==> config.mk <==
export PLATFORM = sky130hd
export DESIGN_NAME = sm_divider
export DESIGN_NICKNAME = d
export VERILOG_FILES = /design/src/rtl/sm_fixed_pkg.sv /design/src/rtl/sm_div_step.sv /design/src/rtl/sm_divider.sv
export SDC_FILE = /design/constraint.sdc
export NUM_CORES = 1
export LEC_CHECK = 0
export CAP_MARGIN = 20
export CORE_ASPECT_RATIO = 0.6
export CORE_MARGIN = 1
export CORE_UTILIZATION = 30
export CTS_BUF_LIST = sky130_fd_sc_hd__clkbuf_16
export DETAILED_ROUTE_END_ITERATION = 8
export PLACE_DENSITY = 0.53
export RECOVER_POWER = 25
export SYNTH_ARGS = -nofsm -noshare
export SYNTH_HDL_FRONTEND = slang
export SYNTH_SLANG_ARGS = --single-unit
==> constraint.sdc <==
create_clock -name clk -period 5.8 [get_ports clk]
set_clock_uncertainty 0.2 [all_clocks]
set_input_delay 1.16 -clock clk [delete_from_list [all_inputs] [get_ports clk]]
set_output_delay 1.16 -clock clk [all_outputs]
set_load 0.05 [all_outputs]
==> src/rtl/sm_fixed_pkg.sv <==
// Shared constants for the sign-magnitude fixed-point datapath (multiplier and divider)
// and the divider's state encoding.
package sm_fixed_pkg;

  localparam int W    = 24;
  localparam int FRAC = 14;
  localparam int QW   = W - 1 + FRAC;

  localparam logic [W-1:0] MAG_MAX = {1'b0, {(W-1){1'b1}}};

  typedef enum logic [1:0] {
    IDLE  = 2'd0,
    CALC  = 2'd1,
    ROUND = 2'd2,
    DONE  = 2'd3
  } div_state_e;

endpackage

==> src/rtl/sm_div_step.sv <==
// One radix-2 restoring division step: shift in a dividend bit, trial-subtract the divisor,
// keep the difference when it does not borrow.
module sm_div_step
  import sm_fixed_pkg::*;
(
  input  logic [W-2:0] rem_in,
  input  logic         din,
  input  logic [W-2:0] divisor,
  output logic [W-1:0] rem_out,
  output logic         qbit
);

  logic [W-1:0] shifted;
  logic [W:0]   trial;

  always_comb begin
    shifted = {rem_in, din};
    trial   = {1'b0, shifted} - {2'b00, divisor};
    qbit    = ~trial[W];
    rem_out = qbit ? trial[W-1:0] : shifted;
  end

endmodule

==> src/rtl/sm_divider.sv <==
// Sequential sign-magnitude fixed-point divider q = n / d, one quotient bit per cycle,
// rounded half-up on magnitude and saturated to MAG_MAX.
module sm_divider
  import sm_fixed_pkg::*;
(
  input  logic         clk,
  input  logic         rst_n,
  input  logic         in_valid,
  output logic         in_ready,
  input  logic [W-1:0] n_sm,
  input  logic [W-1:0] d_sm,
  output logic         out_valid,
  input  logic         out_ready,
  output logic [W-1:0] q_sm,
  output logic         div0,
  output logic         ovf
);

  // Handshake: a transfer happens on a rising edge where valid and ready are both high;
  // in_ready is high only in IDLE, and the result is held stable in DONE until out_ready.

  localparam int CW = $clog2(QW);

  div_state_e   state_q, state_d;
  logic [QW-1:0] dvd_q;
  logic [QW-1:0] quo_q;
  logic [W-1:0]  rem_q;
  logic [W-2:0]  dm_q;
  logic          sign_q;
  logic [CW-1:0] cnt_q;

  logic [W-1:0]  rem_next;
  logic          qbit;
  logic          round_up;
  logic [QW:0]   qr;
  logic          sat;
  logic          dz;
  logic [W-2:0]  mag;

  sm_div_step u_step (
    .rem_in  (rem_q[W-2:0]),
    .din     (dvd_q[QW-1]),
    .divisor (dm_q),
    .rem_out (rem_next),
    .qbit    (qbit)
  );

  assign in_ready = (state_q == IDLE);

  always_comb begin
    state_d = state_q;
    unique case (state_q)
      IDLE:    if (in_valid) state_d = CALC;
      CALC:    if (cnt_q == '0) state_d = ROUND;
      ROUND:   state_d = DONE;
      DONE:    if (out_ready) state_d = IDLE;
      default: state_d = IDLE;
    endcase
  end

  // Rounding carry past MAG_MAX is caught by comparing the widened rounded quotient.
  always_comb begin
    round_up = ({rem_q, 1'b0} >= {2'b00, dm_q});
    qr       = {1'b0, quo_q} + {{QW{1'b0}}, round_up};
    sat      = (qr > {{(QW+1-W){1'b0}}, MAG_MAX});
    dz       = (dm_q == '0);
    mag      = (dz || sat) ? MAG_MAX[W-2:0] : qr[W-2:0];
  end

  always_ff @(posedge clk or negedge rst_n) begin
    if (!rst_n) state_q <= IDLE;
    else        state_q <= state_d;
  end

  always_ff @(posedge clk or negedge rst_n) begin
    if (!rst_n) begin
      dvd_q     <= '0;
      quo_q     <= '0;
      rem_q     <= '0;
      dm_q      <= '0;
      sign_q    <= 1'b0;
      cnt_q     <= '0;
      out_valid <= 1'b0;
      q_sm      <= '0;
      div0      <= 1'b0;
      ovf       <= 1'b0;
    end else begin
      unique case (state_q)
        IDLE: begin
          if (in_valid) begin
            dvd_q  <= {n_sm[W-2:0], {FRAC{1'b0}}};
            dm_q   <= d_sm[W-2:0];
            sign_q <= n_sm[W-1] ^ d_sm[W-1];
            rem_q  <= '0;
            quo_q  <= '0;
            cnt_q  <= CW'(QW - 1);
          end
        end
        CALC: begin
          dvd_q <= {dvd_q[QW-2:0], 1'b0};
          rem_q <= rem_next;
          quo_q <= {quo_q[QW-2:0], qbit};
          cnt_q <= cnt_q - 1'b1;
        end
        ROUND: begin
          q_sm      <= {sign_q, mag};
          div0      <= dz;
          ovf       <= sat && !dz;
          out_valid <= 1'b1;
        end
        DONE: begin
          if (out_ready) out_valid <= 1'b0;
        end
        default: ;
      endcase
    end
  end

endmodule

* Word level (Yosys, flattened, before mapping)
Cells that the tools add are included.
** Word-level totals
- Register bits after elaboration :: 157
- Input port bits :: 52
** Operators by class
- Add/subtract/negate cells :: 3
- Order comparisons :: 2
- Eq/ne operators :: 6
- Muxes and demuxes :: 16
- Bitwise operators :: 2
- Reductions and logical operators :: 12
** Operator list (count)
- 37-bit case mux with 2 select lines :: 2
- 37-bit two-way mux :: 2
- 24-bit two-way mux :: 2
- 24-bit case mux with 2 select lines :: 1
- 37-bit by 1-bit adder with 38-bit output :: 1
- 38-bit by 23-bit greater-than comparator with 1-bit output, second input constant :: 1
- 25-bit by 23-bit >= comparator with 1-bit output :: 1
- 24-bit by 23-bit subtractor with 25-bit output :: 1
- 23-bit zero test :: 1
- 23-bit two-way mux :: 1
- 6-bit case mux with 2 select lines :: 1
- 2-bit case mux with 4 select lines :: 1
- 6-bit zero test :: 1
- 2-bit two-way mux :: 3
- 6-bit two-way mux :: 1
- 2-bit != test, second input constant :: 3
- 2-bit AND reduction :: 3
- 6-bit by 1-bit subtractor with 6-bit output, second input constant :: 1
- 2-bit == test, second input constant :: 2
- 2-bit nonzero test :: 2
- 3-bit AND reduction :: 1
- 2-bit by 1-bit == test with 1-bit output, second input constant :: 1
- 2-bit zero test :: 1
- 1-bit case mux with 2 select lines :: 1
- other kinds (6) :: 6

* Longest topological paths before layout
Gate-level depths: netlist of run 1.
- Word-level depth :: 5
- Gate-level depth with buffers :: 21
- Gate-level depth less buffers :: 19

* Hierarchy
A second synthesis of run 1 with hierarchy kept.
** Second synthesis, totals
- Cells, all modules :: 920
- Area total of the unflattened synthesis :: 8794.7 um^2
** By module, submodules not included
- sm_divider :: times used 1, cells an instance 676, area an instance 7220.7 um^2, sequential area each 3578.4 um^2
- sm_div_step :: times used 1, cells an instance 244, area an instance 1574.0 um^2, sequential area each 0.0 um^2

* Worst setup path after synthesis of run 1
No wires, ideal clock.
- Kind :: flip-flop to flip-flop
- Start :: register rem_q[19]
- End :: register q_sm[8]
- Library setup time :: 124 ps
- Data arrival time :: 3946 ps
- Required time :: 5476 ps
- Slack :: 1530 ps
- Stages on the path, launching flop included :: 18
- Path buffers :: 2
- Cells stage by stage :: dfrtp_1 ha_1 and3_1 nand4_1 nor3b_1 a311oi_1 nand3_1 ha_1 ha_1 inv_1 or4_1 clkbuf_2 or4_1 a21oi_1 o2111ai_2 nor3_4 buf_6 a21oi_2
** On the way
- Word-level cells in the longest chain between the ends :: 5
** Ends and longest elaborated chain
- start, declared :: RTL line sm_divider.sv:27 : logic [W-1:0] rem_q;
- start signal, assigned :: RTL line sm_divider.sv:101 : rem_q <= rem_next;
- 25-bit by 23-bit >= comparator with 1-bit output (*) :: RTL line sm_divider.sv:63 : round_up = ({rem_q, 1'b0} >= {2'b00, dm_q});
- 37-bit by 1-bit adder with 38-bit output (*) :: RTL line sm_divider.sv:64 : qr = {1'b0, quo_q} + {{QW{1'b0}}, round_up};
- 38-bit by 23-bit greater-than comparator with 1-bit output :: RTL line sm_divider.sv:65 : sat = (qr > {{(QW+1-W){1'b0}}, MAG_MAX});
- 1-bit logical OR :: RTL line sm_divider.sv:67 : mag = (dz || sat) ? MAG_MAX[W-2:0] : qr[W-2:0];
- 23-bit two-way mux (*) :: RTL line sm_divider.sv:67
- end signal, assigned :: RTL line sm_divider.sv:106 : q_sm <= {sign_q, mag};
- end, declared :: RTL line sm_divider.sv:14 : output logic [W-1:0] q_sm,
Mark *: on every way between the ends. The rest lies on a longest branch, timed or not.
A chain may end at the register's enable or synchronous reset.

* Worst setup path in the final report of run 1
- Start :: register dm_q[18]
- End :: register q_sm[17]
** On the way
- Word-level cells in the longest chain between the ends :: 5
- Elaborated cells on any way between the ends :: 6
** Ends and longest elaborated chain
- start, declared :: RTL line sm_divider.sv:28 : logic [W-2:0] dm_q;
- start signal, assigned :: RTL line sm_divider.sv:92 : dm_q <= d_sm[W-2:0];
- 25-bit by 23-bit >= comparator with 1-bit output :: RTL line sm_divider.sv:63
- 37-bit by 1-bit adder with 38-bit output :: RTL line sm_divider.sv:64
- 38-bit by 23-bit greater-than comparator with 1-bit output :: RTL line sm_divider.sv:65
- 1-bit logical OR :: RTL line sm_divider.sv:67
- 23-bit two-way mux (*) :: RTL line sm_divider.sv:67
Marked as above.

==> metrics.cfg, run 1 <==
[power]
p_sw_share_pct = 44.70
p_clk_share_pct = 17.7
power_density_nw_per_um2 = 599.0
vdd_drop_max_uv = 260.3
p_sw_w = 0.002553
leakage_nw = 4.195
combPwrFrac_pct = 52.8
power_frac_seq_pct = 29.5
internal_power_w = 0.003159

[timing]
max_freq_ghz = 0.2073
tightest_slew_ns = 2.303
period_share_pct = 83.19
slew_headroom_pct = -53.54
worst_slack_ns = 0.9751
fin_crit_ns = 4.825
drv_slew = 89
setup_viol = 0
rsz0062_at_grt = false
tns_ns = 0
hold_violations = 0

[drt]
drt_iter0_drc = 440
routed_wl_mm = 19.84
post_drt_wl_per_cell_um = 16.18
ant_nets = 0
remaining_drc_errors = 0
vias = 6076
viasPerCell = 4.956
dr.pass1.iters = 5

[global_route]
grt_pass1_vias = 5801
grt_usage_pct = 15.79
grt_max_degree = 89
antenna_found_initial = 1
grt_pass1_wl_mm = 32.88
grt_overflow_total = 0

[worst_setup_path]
crit_path_max_incr_delay_ns = 0.62
cpMostUsedCell = ha_1
crit_path_start_kind = flop
crit_path_max_fanout = 23
crit_family = simple AND/OR/NAND/NOR gates
crit-reg2reg-launch = dm_q[18]
arrival_ns = 4.92
crit_slowest_cell = or4_1
r2r-end = q_sm[17]
r2r.worst_path.cells = 17
cp-end-kind = flop
worstSetupPathType = reg2reg
required_ns = 5.90
path_buf_inv = 3
crit_chain = inv_1, ha_1, and3_1, nand4_1, nor3b_1, a311oi_1, nand3_1, ha_1, ha_1, inv_1, or4_1, or4_1, a21oi_1, o2111ai_2, nor3_4, buf_4, a21oi_1
r2r_slack_ns = 0.98

[clock_network]
cts_setup_buffers = 0
cts_buffers = 17
clk_pin_slew_worst_paths_ns = 0.06
htreeDepth = 4
root_buffer = clkbuf_16
holdBufCountCts = 0
cts-resized-gates = 0
clockBufferDepth = 2
cts_tree = built
cts_sinks = 143
clk_latency_ns = 0.42

[floorplan]
die_w_um = 210.9
coreArea_um2 = 25510
start_util_pct = 30.79
die_y_um = 127.3
ios = 80
row_count = 45
die_area_um2 = 26850

[layout]
area_delta_synth_final_pct = 21.43
nets = 945
drive_above_1_share_pct = 9.840
diodes = 0

[synth]
synth_flop_cell = dfrtp_1
ys_warn_count = 0
yosysSeqAreaShare_pct = 45.57
synth.distinct_cells = 60
synthMuxAreaShare_pct = 8.604
synth-seq-cells = 143
synth_top_family_by_area = compound AO/OA/AOI/OAI gates
synth_area_um2 = 7853
synthAdderAreaFrac_pct = 5.194
synth_fp_nets = 874
postSynthAreaPerCell_um2 = 9.940
synthArstFlopShare_pct = 100.0
synth_cells = 790
synth_xor_area_share_pct = 5.131
yosys.area_share.simple_pct = 13.38
synth_area_leaders = dfrtp_1, ha_1, mux2i_1
synth_top_area_cell = dfrtp_1
synth_edf_count = 0
synth_compound_area_share_pct = 17.96
yosysTopAreaCellShare_pct = 45.57

[job]
maxCapViolations = 1

[placed_design]
pre_cts_slack_ns = 0.9623
place.gp.congestion = 0.8651
hpwl_mm = 14.12
port_buffers = 79

[min_path]
min_path_type = reg2reg
min_from = sign_q
holdPathEnd = sign_q
holdPathStages = 2

[run_status]
violations = max-capacitance violations, max-slew violations
status = finished, violations left

area by class of cell:
class                   count  area, um2
fillers                  2547      15970
multi-input cells         569       3964
flip-flops and latches    143       3578
repair buffers             88      862.1
well taps                 352      440.4
clock buffers              17      425.4
inverters                  42      157.7
clock inverters            15      107.6
flip-flops by register name, summed over array words and instances (netlist names):
name	count
q_sm	24
dvd_q	23
rem_q	24
div0	1
ovf	1
cnt_q	6
state_q	2
quo_q	37
dm_q	23
out_valid	1
sign_q	1
worst max path at each step:
stage | startpoint | endpoint | slack, ns | depth (start not counted)
2_1_floorplan | rem_q[19] | q_sm[8] | 1.53 | 17
3_3_place_gp | dm_q[20] | q_sm[1] | 1.08 | 17
3_5_place_dp | dm_q[19] | q_sm[17] | 0.96 | 17
4_1_cts | dm_q[18] | q_sm[17] | 0.95 | 17
5_1_grt | dm_q[18] | q_sm[17] | 0.48 | 17
6_report | dm_q[18] | q_sm[17] | 0.98 | 17
cell usage in the layout (no fill, tap or decap), drive strengths merged, types with 3 or more instances in the layout:
master           n
clkdlybuf4s50   78
a21o            15
clkinv           5
a31oi            8
xor2            28
nand2           76
nand4           12
and3            10
inv             47
mux2i           36
clkbuf          19
and4             4
nand2b           7
o22ai            3
clkinvlp         4
nor2b            4
o21ai           64
mux2            28
nor3            11
nor2            50
a32oi            6
o211ai           5
nand3           23
ha              31
nor4            11
a22o            36
o21a             6
a221o            4
xnor2           18
a21oi           47
buf              8
dfrtp          143
cells in the mapped netlist (3+ instances only):
cell type / instances
inv_1: 42
nand3_1: 23
o211ai_1: 5
a21o_1: 15
ha_1: 31
dfrtp_1: 143
mux2i_1: 36
nor4_1: 11
mux2_2: 28
buf_4: 3
a31oi_1: 8
a221o_1: 4
xnor2_1: 18
a32oi_1: 6
nor2b_1: 4
a21oi_2: 10
and3_1: 9
and4_1: 3
nor3_1: 10
o22ai_1: 3
nand4_1: 11
a22o_1: 35
xor2_1: 28
nand2b_1: 7
nor2_1: 50
a21oi_1: 37
o21ai_0: 64
o21a_1: 6
clkbuf_1: 22
nand2_1: 76
buf_1: 6
metal layers:
| metal | vias to the layer above | track usage, % | part of all wire, % |
|---|---|---|---|
| met5 | - | 0 | 0.055 |
| met4 | 2 | 3.964 | 0.86 |
| met3 | 16 | 4.179 | 5.6 |
| met2 | 148 | 19.26 | 36 |
| met1 | 2933 | 26.05 | 57 |
| li1 | 2977 | - | - |
tightest hold or removal path: cells and delay by family, from the launching register on:
kind | cells | cell delay (ns)
flops | 1 | 0.34
compound gates | 1 | 0.06
simple gates | 1 | 0.04
cells by family (layout without fill, tap and decap cells):
group           Yosys count  after routing
buf+inv                  78            162
fa+ha+maj                32             32
flops                   143            143
xor+xnor                 46             46
mux                      64             64
compound gates          210            210
simple gates            217            217
power groups by stage:
stage	Combinational [W]	Sequential, W	Clock (W)
2_1_floorplan	0.00197	0.00192	0
3_3_place_gp	0.00301	0.00170	0
3_5_place_dp	0.00302	0.00170	0
4_1_cts	0.00303	0.00169	0.00104
5_1_grt	0.00336	0.00174	0.00109
6_report	0.00301	0.00169	0.00101
through the flow:
step | utilization (%) | cell area [um2] | hold slack [ns] | cells | total power (W)
2_1_floorplan | - | 7853 | 0.2444 | 790 | 0.003883
3_3_place_gp | 35.33 | 9012 | 0.2657 | 1194 | 0.004707
3_5_place_dp | 35.33 | 9012 | 0.2678 | 1194 | 0.004718
4_1_cts | 37.42 | 9545 | 0.2831 | 1226 | 0.005759
5_1_grt | 37.39 | 9535 | 0.3074 | 1226 | 0.006184
6_report | 37.39 | 9535 | 0.2785 | 1226 | 0.005712
No activity file was read; power rests on OpenSTA's default activity.
==> run 2: changes to the inputs <==
==> constraint.sdc (replaced) <==
create_clock -name clk -period 4.65 [get_ports clk]
set_clock_uncertainty 0.2 [all_clocks]
set_input_delay 0.93 -clock clk [delete_from_list [all_inputs] [get_ports clk]]
set_output_delay 0.93 -clock clk [all_outputs]
set_load 0.05 [all_outputs]
==> metrics.cfg, run 2 (synthesis results as in run 1) <==
[clock_network]
htreeDepth = 4  ; unchanged
holdBufCountCts = 0  ; unchanged
clk_latency_ns = 0.42  ; about the same
cts_tree = built
clockBufferDepth = 2  ; unchanged
cts_buffers = 17  ; unchanged
cts_sinks = 143  ; unchanged
root_buffer = clkbuf_16
clk_pin_slew_worst_paths_ns = 0.06  ; about the same

[worst_setup_path]
path_depth = 20  ; +3
startpoint = rem_q[0]
cp-end-kind = flop
worstSetupPathType = reg2reg
required_ns = 4.75  ; -1.15 ns
crit-reg2reg-launch = rem_q[0]
crit_chain = ha_1, nor2b_2, o21a_1, o21a_1, o21ai_0, a21oi_1, o21bai_1, a21o_1, nand3_1, ha_2, ha_2, inv_1, or4_1, or4_4, a21oi_2, o2111ai_2, nor3_4, buf_12, clkbuf_16, a21oi_2
crit_family = simple AND/OR/NAND/NOR gates
r2r-end = q_sm[4]
path_buf_inv = 3  ; unchanged
r2r.worst_path.cells = 20  ; +3
r2r_slack_ns = 0.13  ; -0.85 ns
endpoint = q_sm[4]
crit_path_max_incr_delay_ns = 0.57  ; -0.05 ns
arrival_ns = 4.62  ; -0.30 ns
crit_path_start_kind = flop
crit_path_max_fanout = 6  ; -74%
crit_slowest_cell = or4_1

[floorplan]
start_util_pct = 30.79  ; unchanged
die_w_um = 210.9  ; unchanged
die_area_um2 = 26850  ; unchanged
die_y_um = 127.3  ; unchanged
row_count = 45  ; unchanged
coreArea_um2 = 25510  ; unchanged
ios = 80  ; unchanged

[layout]
top_register = quo_q
area_delta_synth_final_pct = 24.52
largest_register_ffs = 37  ; unchanged
drive_above_1_share_pct = 12.97  ; +3.1 points
diodes = 0  ; unchanged
final_cell_mix = dfrtp_1, clkdlybuf4s50_1, nand2_1, o21ai_0, nor2_1
largestRegisters = quo_q: 37 flops, q_sm: 24 flops, rem_q: 24 flops
layout_commonest_cell = dfrtp_1
final_cells = 1239  ; +1.1%
nets = 958  ; +1.4%
design_area_um2 = 9778  ; +2.5%

[job]
maxCapViolations = 1  ; unchanged

[drt]
ant_nets = 0  ; unchanged
vias = 6189  ; +1.9%
viasPerCell = 4.995  ; +0.79%
dr.pass1.iters = 4  ; -1
remaining_drc_errors = 0  ; unchanged
drt_iter0_drc = 411  ; -6.6%
post_drt_wl_per_cell_um = 16.53  ; +2.2%
routed_wl_mm = 20.48  ; +3.3%

[timing]
drv_slew = 85  ; -4.5%
setup_viol = 0  ; unchanged
tightest_slew_ns = 2.238  ; -0.06505 ns
tns_ns = 0  ; unchanged
hold_violations = 0  ; unchanged
period_share_pct = 97.22  ; +14 points
max_freq_ghz = 0.2212  ; +6.7%
finalHoldWorstSlack_ns = 0.2788  ; +0.0003390 ns
slew_headroom_pct = -49.20  ; +4.3 points
fin_crit_ns = 4.521  ; -0.3044 ns

[global_route]
grt_pass1_wl_mm = 33.02  ; +0.42%
grt_pass1_vias = 5808  ; +0.12%
grt_usage_pct = 15.72  ; -0.072 points
grt_overflow_total = 0  ; unchanged
antenna_found_initial = 2  ; +1
grt_max_degree = 86  ; -3.4%

[placed_design]
placedCellCount = 1200  ; +0.50%
placed_cell_area_um2 = 9082  ; +0.78%
port_buffers = 79  ; unchanged
place.gp.congestion = 0.8564  ; -1.0%
hpwl_mm = 14.15  ; +0.23%

[power]
power_density_nw_per_um2 = 755.6  ; +26%
vdd_drop_max_uv = 320.4  ; +23%
leakage_nw = 4.294  ; +2.4%
p_clk_share_pct = 18.3  ; +0.6 points
p_sw_share_pct = 44.19  ; -0.51 points
finalPower_w = 0.007389  ; +29%
combPwrFrac_pct = 53.4  ; +0.6 points
p_sw_w = 0.003265  ; +28%
power_frac_seq_pct = 28.4  ; -1.1 points
internal_power_w = 0.004124  ; +31%

[run_status]
violations = max-capacitance violations, max-slew violations
status = finished, violations left

[min_path]
min_path_type = reg2reg

-- run 2: final cells by class --
type                       instances  area (um2)
fill                            2578       15730
clock inverter                    15       146.4
tap                              352       440.4
timing repair buffer             101        1022
sequential                       143        3578
clock buffer                      17       425.4
inverter                          42       157.7
multi-input combinational        569        4008
-- run 2: worst min-delay path by stage --
stage	start	end	slack, ns	cells past startpoint
after floorplan	sign_q	sign_q	0.24	2
after global placement	dvd_q[23]	dvd_q[23]	0.26	2
after detailed placement	dvd_q[34]	dvd_q[34]	0.27	2
after CTS	dvd_q[34]	dvd_q[34]	0.29	2
after global routing	dvd_q[34]	dvd_q[34]	0.30	2
final	dvd_q[34]	dvd_q[34]	0.28	2
-- run 2: metrics by stage --
| stage | util (%) | worst slack (ns) |
|---|---|---|
| 3_3_place_gp | 35.61 | 0.2142 |
| 3_5_place_dp | 35.61 | 0.02102 |
| 2_1_floorplan | - | 0.3796 |
| 5_1_grt | 38.34 | -0.04356 |
| 6_report | 38.34 | 0.1295 |
| 4_1_cts | 37.85 | 0.007877 |
-- run 2: what timing repair did --
| action | CTS | global route |
|---|---|---|
| resized for setup | 0 | 12 |
| setup endpoints to repair | 0 | 23 |
| buffers inserted | 0 | 5 |
-- run 2: metal layers --
metal  GRT usage, %  routed length, um  up-vias
met2          19.80               7746      159
met3          4.376               1361       14
met1          25.40              11190     3002
met4          3.666                157        4
li1               -                  -     3010
met5              0                 30        -
-- run 2: worst register-to-register path, cell delays in order (launching register included) --
cell and delay, ns:
dfrtp_1 0.38, ha_1 0.30, nor2b_2 0.18, o21a_1 0.14, o21a_1 0.10, o21ai_0 0.08
a21oi_1 0.25, o21bai_1 0.11, a21o_1 0.16, nand3_1 0.12, ha_2 0.21, ha_2 0.19
inv_1 0.04, or4_1 0.57, or4_4 0.44, a21oi_2 0.17, o2111ai_2 0.16, nor3_4 0.25
buf_12 0.15, clkbuf_16 0.15, a21oi_2 0.05
-- run 2: power groups by stage --
| stage | clock network, W | registers (W) | logic, W |
|---|---|---|---|
| final | 0.00135 | 0.00210 | 0.00394 |
| after detailed placement | 0 | 0.00212 | 0.00381 |
| after CTS | 0.00139 | 0.00210 | 0.00383 |
| after global placement | 0 | 0.00212 | 0.00378 |
| after floorplan | 0 | 0.00239 | 0.00245 |
| after global routing | 0.00144 | 0.00216 | 0.00435 |
